===== src/rtl/parser_input_arb.sv =====
// Packet-level round-robin arbiter in front of the stream parser input port.
// Optional mid-packet stall timeout with abort/drain is enabled by PARSER_ARB_TIMEOUT_EN.
module parser_input_arb #(
    parameter int unsigned NUM_SRC     = 4,
    parameter int unsigned DATA_W      = 32,
    parameter int unsigned TIMEOUT_CYC = 256
) (
    input  logic                          clk,
    input  logic                          reset,
    input  logic [NUM_SRC*DATA_W-1:0]     src_data,
    input  logic [NUM_SRC-1:0]            src_val,
    input  logic [NUM_SRC-1:0]            src_last,
    output logic [NUM_SRC-1:0]            src_ready,
    output logic [DATA_W-1:0]             dst_data,
    output logic                          dst_val,
    output logic                          dst_last,
    input  logic                          dst_ready,
    output logic [$clog2(NUM_SRC)-1:0]    grant_id,
    output logic                          busy,
    output logic                          timeout_err
);

    localparam int unsigned IdW = $clog2(NUM_SRC);

`ifdef PARSER_ARB_TIMEOUT_EN
    localparam int unsigned CntW = $clog2(TIMEOUT_CYC + 1);

    typedef enum logic [1:0] {StIdle, StPass, StAbort, StDrain} state_e;
`else
    typedef enum logic [0:0] {StIdle, StPass} state_e;
`endif

    state_e           state_q, state_d;
    logic [IdW-1:0]   grant_q, grant_d;
    logic [IdW-1:0]   rr_q, rr_d;
    logic [IdW-1:0]   req_idx;
    logic             req_found;
    logic [IdW-1:0]   next_ptr;

    // Round-robin search starting at rr_q, wrapping modulo NUM_SRC.
    always_comb begin
        int unsigned idx;
        req_found = 1'b0;
        req_idx   = '0;
        idx       = 0;
        for (int unsigned k = 0; k < NUM_SRC; k++) begin
            idx = (32'(rr_q) + k) % NUM_SRC;
            if (!req_found && src_val[idx[IdW-1:0]]) begin
                req_found = 1'b1;
                req_idx   = idx[IdW-1:0];
            end
        end
    end

    assign next_ptr = (grant_q == IdW'(NUM_SRC - 1)) ? '0 : grant_q + 1'b1;

`ifdef PARSER_ARB_TIMEOUT_EN
    logic [CntW-1:0] stall_q;

    // Counts consecutive granted-source idle cycles inside a packet.
    always_ff @(posedge clk) begin
        if (reset) begin
            stall_q <= '0;
        end else if (state_q == StPass && !src_val[grant_q]) begin
            stall_q <= stall_q + 1'b1;
        end else begin
            stall_q <= '0;
        end
    end
`endif

    always_comb begin
        state_d   = state_q;
        grant_d   = grant_q;
        rr_d      = rr_q;
        dst_data  = '0;
        dst_val   = 1'b0;
        dst_last  = 1'b0;
        src_ready = '0;
`ifdef PARSER_ARB_TIMEOUT_EN
        timeout_err = 1'b0;
`endif
        case (state_q)
            StIdle: begin
                if (req_found) begin
                    grant_d = req_idx;
                    state_d = StPass;
                end
            end
            StPass: begin
                dst_data           = src_data[grant_q*DATA_W +: DATA_W];
                dst_val            = src_val[grant_q];
                dst_last           = src_last[grant_q];
                src_ready[grant_q] = dst_ready;
                if (src_val[grant_q] && src_last[grant_q] && dst_ready) begin
                    rr_d    = next_ptr;
                    state_d = StIdle;
                end
`ifdef PARSER_ARB_TIMEOUT_EN
                else if (!src_val[grant_q] && stall_q == CntW'(TIMEOUT_CYC - 1)) begin
                    state_d = StAbort;
                end
`endif
            end
`ifdef PARSER_ARB_TIMEOUT_EN
            // Synthetic zero last beat closes the packet at the parser.
            StAbort: begin
                dst_val  = 1'b1;
                dst_last = 1'b1;
                if (dst_ready) begin
                    timeout_err = 1'b1;
                    state_d     = StDrain;
                end
            end
            StDrain: begin
                src_ready[grant_q] = 1'b1;
                if (src_val[grant_q] && src_last[grant_q]) begin
                    rr_d    = next_ptr;
                    state_d = StIdle;
                end
            end
`endif
            default: state_d = StIdle;
        endcase
    end

`ifndef PARSER_ARB_TIMEOUT_EN
    assign timeout_err = 1'b0;
`endif

    always_ff @(posedge clk) begin
        if (reset) begin
            state_q <= StIdle;
            grant_q <= '0;
            rr_q    <= '0;
        end else begin
            state_q <= state_d;
            grant_q <= grant_d;
            rr_q    <= rr_d;
        end
    end

    assign grant_id = grant_q;
    assign busy     = (state_q != StIdle);

endmodule

===== config.mk =====
export PLATFORM = sky130hd
export DESIGN_NAME = parser_input_arb
export DESIGN_NICKNAME = d
export VERILOG_FILES = /design/src/rtl/parser_input_arb.sv
export SDC_FILE = /design/constraint.sdc
export NUM_CORES = 1
export LEC_CHECK = 0
export ABC_AREA = 1
export CAP_MARGIN = 20
export CORE_MARGIN = 3
export CORE_UTILIZATION = 30
export CTS_CLUSTER_DIAMETER = 50
export DETAILED_ROUTE_END_ITERATION = 10
export PLACE_DENSITY = 0.94
export SETUP_SLACK_MARGIN = 0.3
export SLEW_MARGIN = 20
export SYNTH_ARGS = -nofsm -noshare
export SYNTH_HDL_FRONTEND = slang
export SYNTH_SLANG_ARGS = --single-unit

===== constraint.sdc =====
create_clock -name clk -period 1.85 [get_ports clk]
set_input_delay 0.37 -clock clk [delete_from_list [all_inputs] [get_ports clk]]
set_output_delay 0.37 -clock clk [all_outputs]
set_load 0.005 [all_outputs]

==> results.yml <==
status:
  status: "finished with violations"
  violations: "setup timing"
setup_path:
  worstPathArrival_ns: 1.59
  rrSetupSlack_ns: 0.15
  worstPathRequired_ns: 1.48
  reg2regPathDepth: 12
  worstReg2RegEnd: "rr_q[0]"
  end_kind: "output port"
  reg2reg_from: "grant_id[0]"
  cp_max_fo: 8
  start_kind: "flop"
  crit_type: "flop to output port"
timing:
  grt_setup_unrepaired: "yes"
  fin_crit_sh: 1.06
  skew_ns: 0.00455
  fmax_ghz: 0.510
  finalHoldViolCount: 0
  setup_viol: 11
  fin_tns_setup_ns: -0.566
  slew_violations: 0
  period_needed_ns: 1.96
  finalWorstSetupSlack_ns: -0.110
  whs_ns: 0.571
synth:
  synthCells: 369
  synth_mux_area_frac: 0
  synth_top_family_by_area: "simple AND/OR/NAND/NOR gates"
  synth_area_mm2: 0.00177
  synth_top_flop_cell: "dfxtp_1"
  synth_edf_count: 0
  synth_warnings: 0
  netlist.area_leader.share: 0.306
  syn_nets: 512
  yosys-top-cells-area: "nor2_1 (31%), o21ai_0 (20%), a21oi_1 (9.9%), nand2_1 (8.3%), dfxtp_1 (5.7%)"
  ys_ff_latch: 5
  synth_seq_area_share: 0.0567
  yosysMostFrequentCell: "nor2_1"
  synthTopCellsByCount: "nor2_1 (144), o21ai_0 (69), nand2_1 (39), a21oi_1 (35), inv_1 (14)"
  yosysTopAreaCell: "nor2_1"
  synth_cell_type_count: 24
  synth_xor_area_frac: 0
  synth-simple-area-share: 0.486
  synthArstFlopShare: 0
  synth-compound-area-share: 0.300
  synth_area_per_cell_um2: 4.79
  synthAdderAreaFrac: 0.0283
die:
  coreArea_mm2: 0.00561
  die_area_mm2: 0.00685
  die_y_um: 82.7
  die_w_um: 82.7
  initial_core_util: 0.315
  fp-row-count: 27
  io_pins: 181
clock_network:
  h-tree-depth: 1
  clockBufferDepth: 2
  clkLatencyLatePin_ns: 0.23
  cts_num_sinks: 5
  cts_tree: "done"
  numCtsBuffers: 3
  cts_root_buffer: "clkbuf_8"
  clkTransAtPathRegs_ns: 0.04
hold_path:
  worstHoldPathCells: 2
  min_path_type: "flop to flop"
  worstHoldStart: "rr_q[1]"
  hold_path_end: "rr_q[1]"
global_route:
  grt_pass1_wl_um: 15200
  antenna_found_initial: 0
  grt_pass1_vias: 3198
  grt_max_degree: 25
  track_usage: 0.287
  grt_overflow_total: 0
final_layout:
  design_area_mm2: 0.00444
  nets: 726
  area_delta_synth_final_pct: 151
  fill_cells: 354
  utilization: 0.791
  drive_above_1_share: 0.325
  n_antenna_cell: 0
placement:
  post_dp_cell_area_mm2: 0.00370
  hpwl_um: 7120
  gp_congestion: 0.767
  port_buffers: 179
power:
  irDropWorstVdd_uv: 582
  p_int_mw: 1.33
  pwr-share-seq: 0.064
  powerDensity_mw_per_mm2: 540
  power_frac_comb: 0.849
  p_sw_mw: 1.06
  power.total_mw: 2.39
  switching_share: 0.444
  leakagePower_nw: 1.97
  clkPwrFrac: 0.087
detailed_routing:
  drtIter0Drc: 246
  vias: 3637
  via_per_inst: 5.56
  detail-route-antenna-nets: 0
  post_drt_wl_per_cell_um: 18.7
  wirelength_um: 12200
  drcViolationCount: 0
  first_pass_iters: 5
run:
  drv_cap: 0
-- through the flow --
step                setup WS (ns)  instances
floorplan                   0.318        369
global placement           -0.316        613
detailed placement         -0.354        613
CTS                      -0.00201        645
global route               -0.155        654
finish                     -0.110        654
-- final cells by class --
type                    count  area, µm²  area share
multi-input cells         318       1780       0.400
well taps                  72       90.1      0.0203
clock buffers               4       45.0      0.0101
repair buffers            237       2340       0.526
inverters                  18       75.1      0.0169
flip-flops and latches      5        115      0.0259
-- worst max-delay path by stage --
stage,endpoint,cells after the start,start
3_5_place_dp,dst_data[26],6,src_data[26]
5_1_grt,dst_data[17],8,grant_id[0]
2_1_floorplan,dst_data[26],7,grant_id[0]
4_1_cts,dst_data[13],8,grant_id[0]
6_report,dst_data[19],8,grant_id[0]
3_3_place_gp,dst_val,6,src_val[0]
-- routing by layer --
| layer | share of wire | global-route usage | routed length (µm) |
|---|---|---|---|
| met2 | 0.51 | 0.550 | 6190 |
| met3 | 0.11 | 0.0672 | 1360 |
| met5 | 0 | 0 | 0 |
| met4 | 0.059 | 0.111 | 717 |
| met1 | 0.33 | 0.297 | 3990 |
-- kinds of logic after synthesis --
kind of cell | Yosys count
other | 1
DFF | 5
and+or+nand+nor | 207
buffers and inverters | 46
AOI/OAI and AO/OA | 106
adders and majority gates | 4
-- repair_timing --
item	4_1_cts	5_1_grt
pin swaps	50	45
gates resized for setup	286	71
cloned	5	3
endpoints found under the setup margin	45	44
buffers inserted	23	6
hold buffers	0	0
-- critical path, stage by stage, from the launching register on --
cell and delay (ns):
dfxtp_4 0.42, buf_6 0.12, buf_12 0.11, buf_16 0.13, nor2_1 0.06, nor2_1 0.11, o21ai_1 0.08, a21oi_1 0.18
buf_2 0.15
-- layout by cell type, fill, tap and decap left out, types with 4 or more instances in the layout --
cell / count
a21oi_1: 33
buf_12: 7
buf_16: 5
buf_2: 37
buf_4: 24
buf_6: 18
clkdlybuf4s50_1: 129
dfxtp_4: 4
dlygate4sd2_1: 9
inv_1: 9
inv_2: 8
nand2_1: 32
nand2_2: 12
nand3_1: 4
nand3_2: 5
nor2_1: 104
nor2_2: 23
nor2_4: 20
o21ai_0: 10
o21ai_1: 54
o21ai_2: 5
-- flip-flops by register name, indices dropped and copies added, names as in the netlist --
register / cells
grant_id: 2
rr_q: 2
busy: 1
-- power by group through the flow --
stage	sequential (mW)	combinational [mW]	clock, mW
2_1_floorplan	0.135	0.723	0
3_3_place_gp	0.147	1.44	0
4_1_cts	0.156	1.77	0.212
3_5_place_dp	0.147	1.48	0
5_1_grt	0.156	2.18	0.218
6_report	0.154	2.03	0.208
Note: power is estimated with default switching activity, not from simulation.
